[src/rtl/ysyx_25040118_rf_wb_arbiter.sv]
// Write-back arbiter and optional scoreboard in front of the register file.
// Two requesters (0: EXU, 1: LSU) share the single write port round-robin.
// The accepted write is driven to the register file one cycle after the handshake.
// Optional feature macro: YSYX_25040118_RF_SCOREBOARD_EN builds the busy-bit
// scoreboard. Without it, chk_busy is tied low and the claim inputs are ignored.
module ysyx_25040118_rf_wb_arbiter #(
    parameter int unsigned ADDR_WIDTH = 5,
    parameter int unsigned DATA_WIDTH = 32
) (
    input  logic                  clk,
    input  logic                  rst_n,
    input  logic                  req0_valid,
    output logic                  req0_ready,
    input  logic [ADDR_WIDTH-1:0] req0_addr,
    input  logic [DATA_WIDTH-1:0] req0_data,
    input  logic                  req1_valid,
    output logic                  req1_ready,
    input  logic [ADDR_WIDTH-1:0] req1_addr,
    input  logic [DATA_WIDTH-1:0] req1_data,
    output logic                  rf_wen,
    output logic [ADDR_WIDTH-1:0] rf_waddr,
    output logic [DATA_WIDTH-1:0] rf_wdata,
    input  logic                  claim_valid,
    input  logic [ADDR_WIDTH-1:0] claim_addr,
    input  logic [ADDR_WIDTH-1:0] chk_addr,
    output logic                  chk_busy
);

    localparam int unsigned NUM_REGS = 1 << ADDR_WIDTH;

    // 0: requester 0 preferred on a tie, 1: requester 1 preferred
    logic                  prio;
    logic                  grant0_c;
    logic                  grant1_c;
    logic                  grant_c;
    logic [ADDR_WIDTH-1:0] sel_addr_c;
    logic [DATA_WIDTH-1:0] sel_data_c;

    // Grant decision and selection of the winning payload
    always_comb begin
        grant0_c   = req0_valid && (!req1_valid || !prio);
        grant1_c   = req1_valid && (!req0_valid || prio);
        grant_c    = grant0_c || grant1_c;
        sel_addr_c = grant1_c ? req1_addr : req0_addr;
        sel_data_c = grant1_c ? req1_data : req0_data;
    end

    // Ready is held low while reset is asserted
    assign req0_ready = rst_n && grant0_c;
    assign req1_ready = rst_n && grant1_c;

    // Priority flips to the requester that lost; holds when idle
    always_ff @(posedge clk or negedge rst_n) begin
        if (!rst_n) begin
            prio <= 1'b0;
        end else if (grant0_c) begin
            prio <= 1'b1;
        end else if (grant1_c) begin
            prio <= 1'b0;
        end
    end

    // Registered write port; x0 writes are accepted but never issued
    always_ff @(posedge clk or negedge rst_n) begin
        if (!rst_n) begin
            rf_wen   <= 1'b0;
            rf_waddr <= '0;
            rf_wdata <= '0;
        end else if (grant_c && (sel_addr_c != '0)) begin
            rf_wen   <= 1'b1;
            rf_waddr <= sel_addr_c;
            rf_wdata <= sel_data_c;
        end else begin
            rf_wen   <= 1'b0;
        end
    end

`ifdef YSYX_25040118_RF_SCOREBOARD_EN
    logic [NUM_REGS-1:0] busy;
    logic [NUM_REGS-1:0] set_vec_c;
    logic [NUM_REGS-1:0] clr_vec_c;

    // One-hot claim and retire vectors; x0 can never be claimed
    always_comb begin
        set_vec_c = '0;
        clr_vec_c = '0;
        if (claim_valid) begin
            set_vec_c[claim_addr] = 1'b1;
        end
        if (rf_wen) begin
            clr_vec_c[rf_waddr] = 1'b1;
        end
        set_vec_c[0] = 1'b0;
    end

    // Claim wins over a retire of the same register on the same edge
    always_ff @(posedge clk or negedge rst_n) begin
        if (!rst_n) begin
            busy <= '0;
        end else begin
            busy <= (busy & ~clr_vec_c) | set_vec_c;
        end
    end

    assign chk_busy = busy[chk_addr];
`else
    logic unused_sb_inputs;

    // Scoreboard not built: claim/check inputs are intentionally dropped
    assign unused_sb_inputs = ^{claim_valid, claim_addr, chk_addr};
    assign chk_busy         = 1'b0;
`endif

endmodule

[config.mk]
export PLATFORM = sky130hd
export DESIGN_NAME = ysyx_25040118_rf_wb_arbiter
export DESIGN_NICKNAME = d
export VERILOG_FILES = /design/src/rtl/ysyx_25040118_rf_wb_arbiter.sv
export SDC_FILE = /design/constraint.sdc
export NUM_CORES = 1
export LEC_CHECK = 0
export CAP_MARGIN = 20
export CORE_ASPECT_RATIO = 0.5
export CORE_MARGIN = 2
export CORE_UTILIZATION = 30
export CTS_CLUSTER_DIAMETER = 120
export DETAILED_ROUTE_END_ITERATION = 8
export PLACE_DENSITY = 0.69
export SLEW_MARGIN = 30
export SYNTH_ARGS = -nofsm -noshare
export SYNTH_HDL_FRONTEND = slang
export SYNTH_SLANG_ARGS = --single-unit
[constraint.sdc]
create_clock -name clk -period 2.4 [get_ports clk]
set_clock_uncertainty 0.2 [all_clocks]
set_input_delay 0.48 -clock clk [delete_from_list [all_inputs] [get_ports clk]]
set_output_delay 0.48 -clock clk [all_outputs]
set_load 0.005 [all_outputs]
Word-level counts from Yosys, hierarchy flattened
Cells that the tools add are included.

Flip-flop bits (word level): 39. Bits of input ports: 89. Output and inout bits: 41. Logic and storage cells: 22.

Muxes and demuxes: 5. Reductions and logical operators: 13.

Operators by type and width (count): 32-bit 2-to-1 mux (1); 1-bit logical AND (5); 5-bit 2-to-1 mux (1); 5-bit nonzero test (1); 1-bit zero test (3); 1-bit logical OR (3); 1-bit 2-to-1 mux (3); 2-bit nonzero test (1).

Longest topological paths before layout
Gate-level depths: netlist of the first run.

Depth in word-level cells: 7. Mapped depth: 7. Gate-level depth less buffers: 5.

Worst setup path after synthesis of the first run
OpenSTA, ideal clock, no wires.

Kind: input port to flip-flop. From: input port req0_addr[2]. To: register rf_wdata[2]. Setup time: 0.129 ns. Arrival: 1.930 ns. Required time: 2.071 ns. Setup slack: 0.141 ns. Stages: 7. Buffers on the path: 2. Cell sequence: or4_1 -> a21o_1 -> a221oi_4 -> or2_1 -> buf_4 -> buf_6 -> o21ai_0.

Cells in the longest elaborated chain, start to end: 3.

RTL lines: start, declared (RTL line 14) `input logic [ADDR_WIDTH-1:0] req0_addr,`; 5-bit 2-to-1 mux (RTL line 44) `sel_addr_c = grant1_c ? req1_addr : req0_addr;`; 5-bit nonzero test (RTL line 69) `end else if (grant_c && (sel_addr_c != '0)) begin`; 1-bit logical AND (RTL line 69); end signal, assigned (RTL line 72) `rf_wdata <= sel_data_c;`; end, declared (RTL line 22) `output logic [DATA_WIDTH-1:0] rf_wdata,`.

Every way passes these cells. A chain may end at the register's enable or synchronous reset.

Worst setup path after layout of the first run
From: input port req0_addr[0]. To: register rf_wdata[22].

Same word-level chain as after synthesis.

==> metrics.cfg, run 1 <==
[synth]
ys_types = 29
synth.area.mux_share_pct = 18.1
yosysSeqAreaShare_pct = 49.0
yosys_warnings = 0
synth_top_family_by_area = compound AO/OA/AOI/OAI gates
synth_seq_cells = 39
synth_compound_area_share_pct = 22.6
syn_area_per_cell_sq_um = 10.3
synth_nets = 282
synthCells = 193
synth_area_sq_um = 1990
synthSimpleGateAreaFrac_pct = 4.96
synth_xor_area_share_pct = 0
synthAdderAreaFrac_pct = 0

[grt]
grt_max_degree = 42
overflow = 0
track_usage_pct = 18.9
grt_pass1_vias = 2088
antenna_found_initial = 0
grt_pass1_wl_um = 10600

[placed_design]
gp_congestion = 0.753
dpl.hpwl_um = 4750
io_buffers = 117

[finish]
syn_to_final_growth_pct = 88.3
final_util_pct = 60.2
drive_above_1_share_pct = 15.3
n_antenna_cell = 0
nFillCells = 532
num-nets-final = 421

[floorplanning]
num_io_pins = 130
die_width_um = 119
initial_core_util_pct = 32.0
die_y_um = 61.6
die_area_sq_um = 7350
num_rows = 20
coreArea_sq_um = 6230

[clock_tree]
clkLatencyLatePin_ns = 0.28
cts_inserted_buffers = 5
clockBufferDepth = 2
cts_tree = yes
path_clk_slew_ns = 0.06
h-tree-depth = 2
root_buffer = clkbuf_16
cts.sinks = 39

[sta]
drv_slew = 0
period_minus_slack_ns = 2.37
finalSetupViolCount = 0
finalCritPeriodShare_pct = 98.7
hold_ws_ns = 0.0962
max_freq_ghz = 0.422
final-hold-violation-count = 0

[critical_path]
worstPathCellList = dlygate4sd2_1, or4_4, a21o_1, a221oi_4, or2_4, buf_12, buf_12, buf_16, o21ai_1
path_class = in2reg
cpMostUsedCell = buf_12
crit_path_end_kind = flop
slowest_delay_ns = 0.50
slowest_stage = or4_4
cp_max_fo = 8
cp.buffers_inverters = 4
cp.required_ns = 2.36
start_kind = input port
crit_family = simple AND/OR/NAND/NOR gates
cp.arrival_ns = 2.33

[detailed_routing]
viasPerCell = 4.92
wirelength_um = 6910
wl_per_cell_um = 16.4
drtIter0Drc = 89
ant_nets = 0
vias = 2071
post-route-drc-count = 0
drtPass1Iterations = 4

[run]
cap_violations = 0

[worst_hold_path]
hold_path_class = in2async

[power_and_ir_drop]
powerDensity_nw_per_um2 = 584
finalPower_uw = 2190
leakagePower_uw = 0.00165
ir_drop_mv = 0.406

[outcome]
status = completed

[logic make-up after synthesis]
family / count (synthesis)
AOI/OAI and AO/OA: 79
buffers and inverters: 18
DFF: 39
muxes: 36
other: 1
and+or+nand+nor: 20
[cells in the mapped netlist]
master | instances | area share, %
a21boi_0 | 1 | 0.38
a21o_1 | 1 | 0.38
a21oi_1 | 3 | 0.75
a221oi_4 | 1 | 1.3
a31o_2 | 2 | 0.88
a41o_1 | 1 | 0.50
and3_1 | 2 | 0.63
buf_2 | 4 | 1.0
buf_4 | 2 | 0.75
buf_6 | 3 | 1.7
clkbuf_1 | 8 | 1.5
conb_1 | 1 | 0.19
dfrtp_1 | 39 | 49
inv_1 | 1 | 0.19
mux2i_1 | 36 | 18
nand2_1 | 7 | 1.3
nand2b_1 | 1 | 0.31
nand3_1 | 1 | 0.25
nand3b_1 | 1 | 0.38
nor2_1 | 4 | 0.75
nor4_1 | 1 | 0.31
o21ai_0 | 54 | 14
o21ai_1 | 13 | 3.3
o2bb2ai_1 | 1 | 0.44
o2bb2ai_2 | 1 | 0.75
o31ai_1 | 1 | 0.38
or2_1 | 1 | 0.31
or3_1 | 1 | 0.31
or4_1 | 1 | 0.38
[registers in the layout (all words and copies together), names as in the netlist]
name      flops
prio          1
rf_wdata     32
rf_waddr      5
rf_wen        1
[layout make-up]
| class | count | area, sq um | area share [%] |
|---|---|---|---|
| repair buffers | 149 | 1550 | 41.4 |
| flip-flops and latches | 39 | 976 | 26.0 |
| multi-input cells | 136 | 935 | 24.9 |
| clock buffers | 6 | 139 | 3.70 |
| well taps | 88 | 110 | 2.94 |
| clock inverters | 2 | 35.0 | 0.934 |
| inverters | 1 | 3.75 | 0.100 |
[layer usage]
layer | wire (um) | global-route usage, % | vias up | part of all wire [%]
li1 | - | - | 986 | -
met1 | 2730 | 21.3 | 1033 | 39
met2 | 3840 | 36.9 | 41 | 56
met3 | 237 | 4.26 | 11 | 3.4
met4 | 107 | 6.12 | 0 | 1.5
met5 | 0 | 0 | - | 0
[worst register-to-register path: stages, from the launching register on]
cell and delay (ns):
dfrtp_1 0.40, nand2b_1 0.16, buf_4 0.15, a21o_1 0.21, a221oi_4 0.28, or2_4 0.21, buf_12 0.12, buf_12 0.10
buf_16 0.11, o21ai_1 0.07
[where the power goes]
part | internal [uW] | leakage, uW | switching, uW
clock | 517 | 0.0000868 | 260
combinational | 399 | 0.00110 | 229
sequential | 741 | 0.000464 | 45.3
[final timing paths]
path                       slack (ns)           end  cells after the start         start
setup / recovery                 0.03  rf_wdata[22]                      9  req0_addr[0]
hold / removal                    0.1          prio                      2         rst_n
setup reg to reg                 0.27  rf_wdata[22]                      9          prio
hold reg to reg                  0.28          prio                      1          prio
max in group asynchronous        1.55   rf_wdata[6]                      2         rst_n
min in group clk                 0.28          prio                      1          prio
[layout by cell type, fill, tap and decap left out, types with 2 or more instances in the layout]
master and count:
a21oi_1 3, a31o_2 2, and3_1 2, buf_12 8
buf_16 2, buf_4 21, clkbuf_16 5, clkdlybuf4s50_1 110
dfrtp_1 39, dlygate4sd2_1 3, dlymetal6s2s_1 2, mux2i_1 36
nand2_1 6, nor2_1 3, o21ai_0 45, o21ai_1 21
[metrics by stage]
step                      setup TNS (ns)  cell area (sq um)  worst slack [ns]  instances
final                                  0               3750            0.0320        421
after global routing            -0.00607               3750          -0.00471        421
after CTS                              0               3720          0.000199        419
after detailed placement          -11.31               3360            -0.369        401
after global placement            -10.04               3360            -0.302        401
after floorplan                        0               1990             0.141        193
[repair_timing]
item	in CTS	in global routing
hold buffers	0	0
setup buffers	7	3
setup endpoints to repair	33	22
pin swaps	3	3
gates resized for setup	9	15
gates cloned	3	0
(Power assumes the default switching activity.)
==> run 2: changes to the inputs <==
--- a/config.mk
+++ b/config.mk
@@ -5,13 +5,14 @@
 export SDC_FILE = /design/constraint.sdc
 export NUM_CORES = 1
 export LEC_CHECK = 0
+export ABC_AREA = 1
 export CAP_MARGIN = 20
 export CORE_ASPECT_RATIO = 0.5
 export CORE_MARGIN = 2
 export CORE_UTILIZATION = 30
 export CTS_CLUSTER_DIAMETER = 120
 export DETAILED_ROUTE_END_ITERATION = 8
-export PLACE_DENSITY = 0.69
+export PLACE_DENSITY = 0.67
 export SLEW_MARGIN = 30
 export SYNTH_ARGS = -nofsm -noshare
 export SYNTH_HDL_FRONTEND = slang
==> metrics.cfg, run 2 <==
[detailed_routing]
wirelength_um = 6340  ; was 6910 um
post-route-drc-count = 0  ; unchanged
drtIter0Drc = 124  ; was 89
wl_per_cell_um = 12.0  ; was 16.4 um
ant_nets = 0  ; unchanged
vias = 2291  ; was 2071
drtPass1Iterations = 4  ; unchanged
viasPerCell = 4.34  ; was 4.92

[outcome]
status = completed  ; unchanged

[placed_design]
gp_congestion = 0.792  ; was 0.753
io_buffers = 117  ; unchanged
preCtsSetupSlack_ns = -0.0616  ; was -0.369 ns
dpl.hpwl_um = 4660  ; was 4750 um

[critical_path]
path_class = in2out  ; was in2reg
cp.arrival_ns = 1.54  ; was 2.33 ns
cp_max_fo = 5  ; was 8
r2r_start = prio  ; unchanged
cp.required_ns = 1.72  ; was 2.36 ns
reg2reg_slack_ns = 0.55  ; was 0.27 ns
r2r_cells = 11  ; was 9
crit_path_end_kind = output pin  ; was flop
rr_endpoint = rf_wdata[2]  ; was rf_wdata[22]
start_kind = input port  ; unchanged
critPathLaunch = req1_valid  ; was req0_addr[0]

[power_and_ir_drop]
leakagePower_uw = 0.00188  ; was 0.00165 uW
finalPower_uw = 2370  ; was 2190 uW
powerDensity_nw_per_um2 = 659  ; was 584 nW/um^2
ir_drop_mv = 0.380  ; was 0.406 mV

[synth]
synth.most_common_cell = nand2_1  ; was o21ai_0
synth_area_sq_um = 2110  ; was 1990 sq um
synthAdderAreaFrac_pct = 0  ; unchanged
synth_edf_count = 0  ; unchanged
ys_async_sr_fraction_pct = 100  ; unchanged
synth_nets = 403  ; was 282
yosysSeqAreaShare_pct = 46.3  ; was 49.0%
synth_flop_cell = dfrtp_1  ; unchanged
synth_seq_cells = 39  ; unchanged
ys_types = 15  ; was 29
synthSimpleGateAreaFrac_pct = 45.0  ; was 4.96%
synth.area.mux_share_pct = 0  ; was 18.1%
yosys-top-cells-count = nand2_1 (188), nand3_1 (42), dfrtp_1 (39)  ; was o21ai_0 (54), dfrtp_1 (39), mux2i_1 (36)
synth_xor_area_share_pct = 0  ; unchanged
synthCells = 314  ; was 193
synth_area_leader_cell = dfrtp_1  ; unchanged
syn_area_per_cell_sq_um = 6.71  ; was 10.3 sq um
synth.area.top_cells = dfrtp_1 (46%), nand2_1 (33%), nand3_1 (10%), inv_1 (3.2%), buf_2 (1.2%)  ; was dfrtp_1 (49%), mux2i_1 (18%), o21ai_0 (14%), o21ai_1 (3.3%), buf_6 (1.7%)
synth_top_area_share_pct = 46.3  ; was 49.0%
synth_top_family_by_area = simple AND/OR/NAND/NOR gates  ; was compound AO/OA/AOI/OAI gates
synth_compound_area_share_pct = 0.772  ; was 22.6%
yosys_warnings = 0  ; unchanged

[clock_tree]
cts_setup_buffers = 0  ; was 7
clockBufferDepth = 2  ; unchanged
cts_tree = yes  ; unchanged
root_buffer = clkbuf_16  ; unchanged
h-tree-depth = 2  ; unchanged
cts_inserted_buffers = 5  ; unchanged
cts_hold_buf = 0  ; unchanged
cts.sinks = 39  ; unchanged
clkLatencyLatePin_ns = 0.28  ; about the same
path_clk_slew_ns = 0.06  ; about the same

[floorplanning]
coreArea_sq_um = 6750  ; was 6230 sq um
num_io_pins = 130  ; unchanged
die_y_um = 63.3  ; was 61.6 um
initial_core_util_pct = 31.2  ; was 32.0%
die_area_sq_um = 7750  ; was 7350 sq um
num_rows = 21  ; was 20
die_width_um = 123  ; was 119 um

[finish]
drive_above_1_share_pct = 6.19  ; was 15.3%
syn_to_final_growth_pct = 71.1  ; was 88.3%
final_common_cell = nand2_1  ; was clkdlybuf4s50_1
num-nets-final = 524  ; was 421
n_antenna_cell = 0  ; unchanged
largest_reg_flops = 32  ; unchanged
reg_top3 = rf_wdata (32), rf_waddr (5)  ; unchanged
layout_common_cells = nand2_1 (188), clkdlybuf4s50_1 (114), nand3_1 (42)  ; was clkdlybuf4s50_1 (110), o21ai_0 (45), dfrtp_1 (39)
largest-register = rf_wdata  ; unchanged

[grt]
track_usage_pct = 17.3  ; was 18.9%
grt_pass1_wl_um = 10600  ; about the same
grt_pass1_vias = 2258  ; was 2088
overflow = 0  ; unchanged
antenna_found_initial = 0  ; unchanged
grt_max_degree = 40  ; was 42

[sta]
setup_ws_ns = 0.176  ; was 0.0320 ns
final-hold-violation-count = 0  ; unchanged
finalCritPeriodShare_pct = 92.7  ; was 98.7%
rsz0062_at_grt = false
worstMarginPinSlew_ns = 0.513
slew_headroom_pct = 65.8
period_minus_slack_ns = 2.22  ; was 2.37 ns
finalSetupViolCount = 0  ; unchanged
max_freq_ghz = 0.450  ; was 0.422 GHz
drv_slew = 0  ; unchanged

[worst_hold_path]
hold_path_class = in2async  ; unchanged

[run]
cap_violations = 0  ; unchanged

-- run 2: changes by cell type after synthesis, sizes merged, moves of 2 or more --
cell	delta
a21oi	-3
a31o	-2
and3	-2
buf	+4
clkbuf	-3
inv	+17
mux2i	-36
nand2	+183
nand3	+41
o21ai	-66
o2bb2ai	-2
-- run 2: how the worst max path moves through the flow --
stage | to | depth (start not counted)
after CTS | req1_ready | 5
final | req0_ready | 5
after global routing | req0_ready | 5
after global placement | rf_wdata[30] | 11
after floorplan | req1_ready | 4
after detailed placement | rf_wdata[26] | 12
-- run 2: stage by stage --
stage | instance area, sq um | utilization, % | std cells | hold WS (ns) | TNS, ns
2_1_floorplan | 2110 | - | 314 | -0.0156 | 0
3_3_place_gp | 3430 | 50.8 | 520 | 0.253 | -1.77
3_5_place_dp | 3430 | 50.8 | 520 | 0.258 | -1.66
4_1_cts | 3600 | 53.3 | 528 | 0.0959 | 0
5_1_grt | 3600 | 53.4 | 528 | 0.123 | 0
6_report | 3600 | 53.4 | 528 | 0.0763 | 0
-- run 2: layer usage --
| layer | track usage, % | share of wire (%) | vias to the layer above |
|---|---|---|---|
| met3 | 3.62 | 3.7 | 15 |
| li1 | - | - | 1196 |
| met1 | 21.2 | 43 | 1034 |
| met4 | 5.60 | 2.0 | 0 |
| met5 | 0 | 0 | - |
| met2 | 30.2 | 52 | 46 |
-- run 2: what timing repair did --
action                     4_1_cts  5_1_grt
pin swaps                        0        1
gates cloned                     0        0
setup endpoints to repair        1        2
gates resized for setup          1        1
-- run 2: logic make-up (layout without fill, tap and decap cells) --
kind of cell    Yosys count  count (layout)
other cells               1               1
buf+inv                  36             158
flops                    39              39
compound gates            2               2
simple gates            236             236
-- run 2: layout make-up --
class	count	area, sq um
clock buffer	6	139
clock inverter	2	35.0
fill	664	3150
inverter	18	67.6
multi-input combinational	239	967
sequential	39	976
tap	92	115
timing repair buffer	132	1310
-- run 2: worst max-delay path, stage by stage --
cell and delay [ns]:
dlygate4sd2_1 0.28, nand2_1 0.10, nand2_1 0.07, nor2_1 0.10
clkdlybuf4s50_1 0.51
-- run 2: report_power, final --
part | switching (uW) | internal (uW) | leakage, uW | total [uW]
combinational | 315 | 441 | 0.00132 | 756
clock | 256 | 517 | 0.0000868 | 773
sequential | 64.7 | 780 | 0.000473 | 845
total | 636 | 1740 | 0.00188 | 2370
==> run 3: changes to the inputs <==
--- a/config.mk
+++ b/config.mk
@@ -12,6 +12,7 @@
 export CORE_UTILIZATION = 30
 export CTS_CLUSTER_DIAMETER = 120
 export DETAILED_ROUTE_END_ITERATION = 8
+export HOLD_SLACK_MARGIN = 0.03
 export PLACE_DENSITY = 0.67
 export SLEW_MARGIN = 30
 export SYNTH_ARGS = -nofsm -noshare
==> constraint.sdc (replaced) <==
create_clock -name clk -period 2.8 [get_ports clk]
set_clock_uncertainty 0.2 [all_clocks]
set_input_delay 0.56 -clock clk [delete_from_list [all_inputs] [get_ports clk]]
set_output_delay 0.56 -clock clk [all_outputs]
set_load 0.005 [all_outputs]
==> metrics.cfg, run 3 (synthesized netlist as in run 2, its figures left out) <==
[power_and_ir_drop]
finalPower_uw = 1920  ; was 2370 uW
leakagePower_uw = 0.00183  ; was 0.00188 uW
powerDensity_nw_per_um2 = 544  ; was 659 nW/um^2
ir_drop_mv = 0.239  ; was 0.380 mV

[sta]
drv_slew = 0  ; unchanged
max_freq_ghz = 0.384
rsz0062_at_grt = false  ; unchanged
slew_headroom_pct = 66.6  ; was 65.8%
finalSetupViolCount = 0  ; unchanged
final-hold-violation-count = 0  ; unchanged
finalCritPeriodShare_pct = 92.9
period_minus_slack_ns = 2.60
worstMarginPinSlew_ns = 0.501  ; was 0.513 ns
finalSetupTns_ns = 0  ; unchanged
setup_ws_ns = 0.199  ; was 0.176 ns

[clock_tree]
clkLatencyLatePin_ns = 0.27  ; was 0.28 ns
cts_hold_buf = 0  ; unchanged
cts_tree = yes  ; unchanged
h-tree-depth = 2  ; unchanged
clockBufferDepth = 2  ; unchanged
cts_setup_buffers = 0  ; unchanged
ctsResizeCount = 0  ; was 1
cts_inserted_buffers = 5  ; unchanged
path_clk_slew_ns = 0.06  ; about the same
root_buffer = clkbuf_16  ; unchanged
cts.sinks = 39  ; unchanged

[finish]
num-nets-final = 521  ; was 524
drive_above_1_share_pct = 5.32  ; was 6.19%
reg_top3 = rf_wdata (32), rf_waddr (5)  ; unchanged
multi_input_area_sq_um = 967  ; unchanged
n_antenna_cell = 0  ; unchanged
syn_to_final_growth_pct = 67.3  ; was 71.1%
layout_common_cells = nand2_1 (188), clkdlybuf4s50_1 (116), nand3_1 (42)  ; was nand2_1 (188), clkdlybuf4s50_1 (114), nand3_1 (42)
largest_reg_flops = 32  ; unchanged
largest-register = rf_wdata  ; unchanged
nFillCells = 668  ; was 664
ff_latch_area_sq_um = 976  ; unchanged
final_common_cell = nand2_1  ; unchanged
finalNonFillerCells = 524  ; was 528

[critical_path]
path_class = in2out  ; unchanged
cp.arrival_ns = 1.84  ; was 1.54 ns
rr_endpoint = rf_wdata[5]  ; was rf_wdata[2]
crit_end = req0_ready  ; unchanged
start_kind = input port  ; unchanged
r2r_start = prio  ; unchanged
r2r_cells = 11  ; unchanged
critPathLaunch = req1_valid  ; unchanged
crit_path_end_kind = output pin  ; unchanged
reg2reg_slack_ns = 0.88  ; was 0.55 ns
cp.required_ns = 2.04  ; was 1.72 ns
cp_max_fo = 6  ; was 5

[detailed_routing]
vias = 2219  ; was 2291
viasPerCell = 4.23  ; was 4.34
wirelength_um = 6170  ; was 6340 um
drtPass1Iterations = 4  ; unchanged
wl_per_cell_um = 11.8  ; was 12.0 um
drtIter0Drc = 65  ; was 124
post-route-drc-count = 0  ; unchanged
ant_nets = 0  ; unchanged

[grt]
antenna_found_initial = 0  ; unchanged
overflow = 0  ; unchanged
grt_pass1_vias = 2117  ; was 2258
track_usage_pct = 16.8  ; was 17.3%
grt_max_degree = 40  ; unchanged
grt_pass1_wl_um = 10400  ; was 10600 um

[placed_design]
dpl.hpwl_um = 4560  ; was 4660 um
gp_congestion = 0.785  ; was 0.792
preCtsSetupSlack_ns = 0.141  ; was -0.0616 ns
io_buffers = 117  ; unchanged
place_inst = 517  ; was 520

[outcome]
status = completed  ; unchanged

[floorplanning]
initial_core_util_pct = 31.2  ; unchanged
num_rows = 21  ; unchanged
die_area_sq_um = 7750  ; unchanged
coreArea_sq_um = 6750  ; unchanged
die_y_um = 63.3  ; unchanged
die_width_um = 123  ; unchanged
num_io_pins = 130  ; unchanged

[run]
cap_violations = 0  ; unchanged

[worst_hold_path]
hold_path_class = in2async  ; unchanged

-- run 3: cell count changes in the layout (fill, tap and decap cells not counted), sizes merged --
cell / previous run / this run
bufinv: 1 / 0
buf: 16 / 13
dlygate4sd2: 1 / 0
clkdlybuf4s50: 114 / 116
dlymetal6s2s: 1 / 0
-- run 3: through the flow --
stage                     area, sq um  hold slack (ns)  util, %
after floorplan                  2110           0.0644        -
after global placement           3380            0.253     50.1
after detailed placement         3380            0.258     50.1
after CTS                        3530            0.181     52.2
after global routing             3530            0.214     52.2
final                            3530            0.151     52.2
-- run 3: area by class of cell --
type | instances | area share, %
Sequential cell | 39 | 27.7
Timing Repair Buffer | 129 | 35.6
Multi-Input combinational cell | 239 | 27.4
Clock inverter | 1 | 0.142
Tap cell | 92 | 3.26
Inverter | 18 | 1.92
Clock buffer | 6 | 3.94
-- run 3: report_power, final --
part           switching [uW]  internal, uW  leakage [uW]
clock                     210           347     0.0000727
combinational             266           371       0.00129
sequential               55.8           669      0.000473
total                     531          1390       0.00183
-- run 3: worst min-delay path by stage --
stage / to / slack [ns] / depth (start not counted)
2_1_floorplan: prio / 0.06 / 0
3_3_place_gp: rf_wdata[0] / 0.25 / 2
3_5_place_dp: rf_wdata[16] / 0.26 / 2
4_1_cts: prio / 0.18 / 2
5_1_grt: prio / 0.21 / 2
6_report: prio / 0.15 / 2
-- run 3: worst max-delay path, stage by stage --
cell and delay [ns]:
clkdlybuf4s50_1 0.49, nand2_1 0.12, nand2_1 0.07, nor2_1 0.08, clkdlybuf4s50_1 0.51
-- run 3: layer usage --
metal  share of wire (%)  track usage [%]  routed length (um)
met2                  49             28.1                3010
met3                 3.8             4.08                 237
met4                0.97             3.16                  60
met5                   0                0                   0
met1                  46             22.2                2870
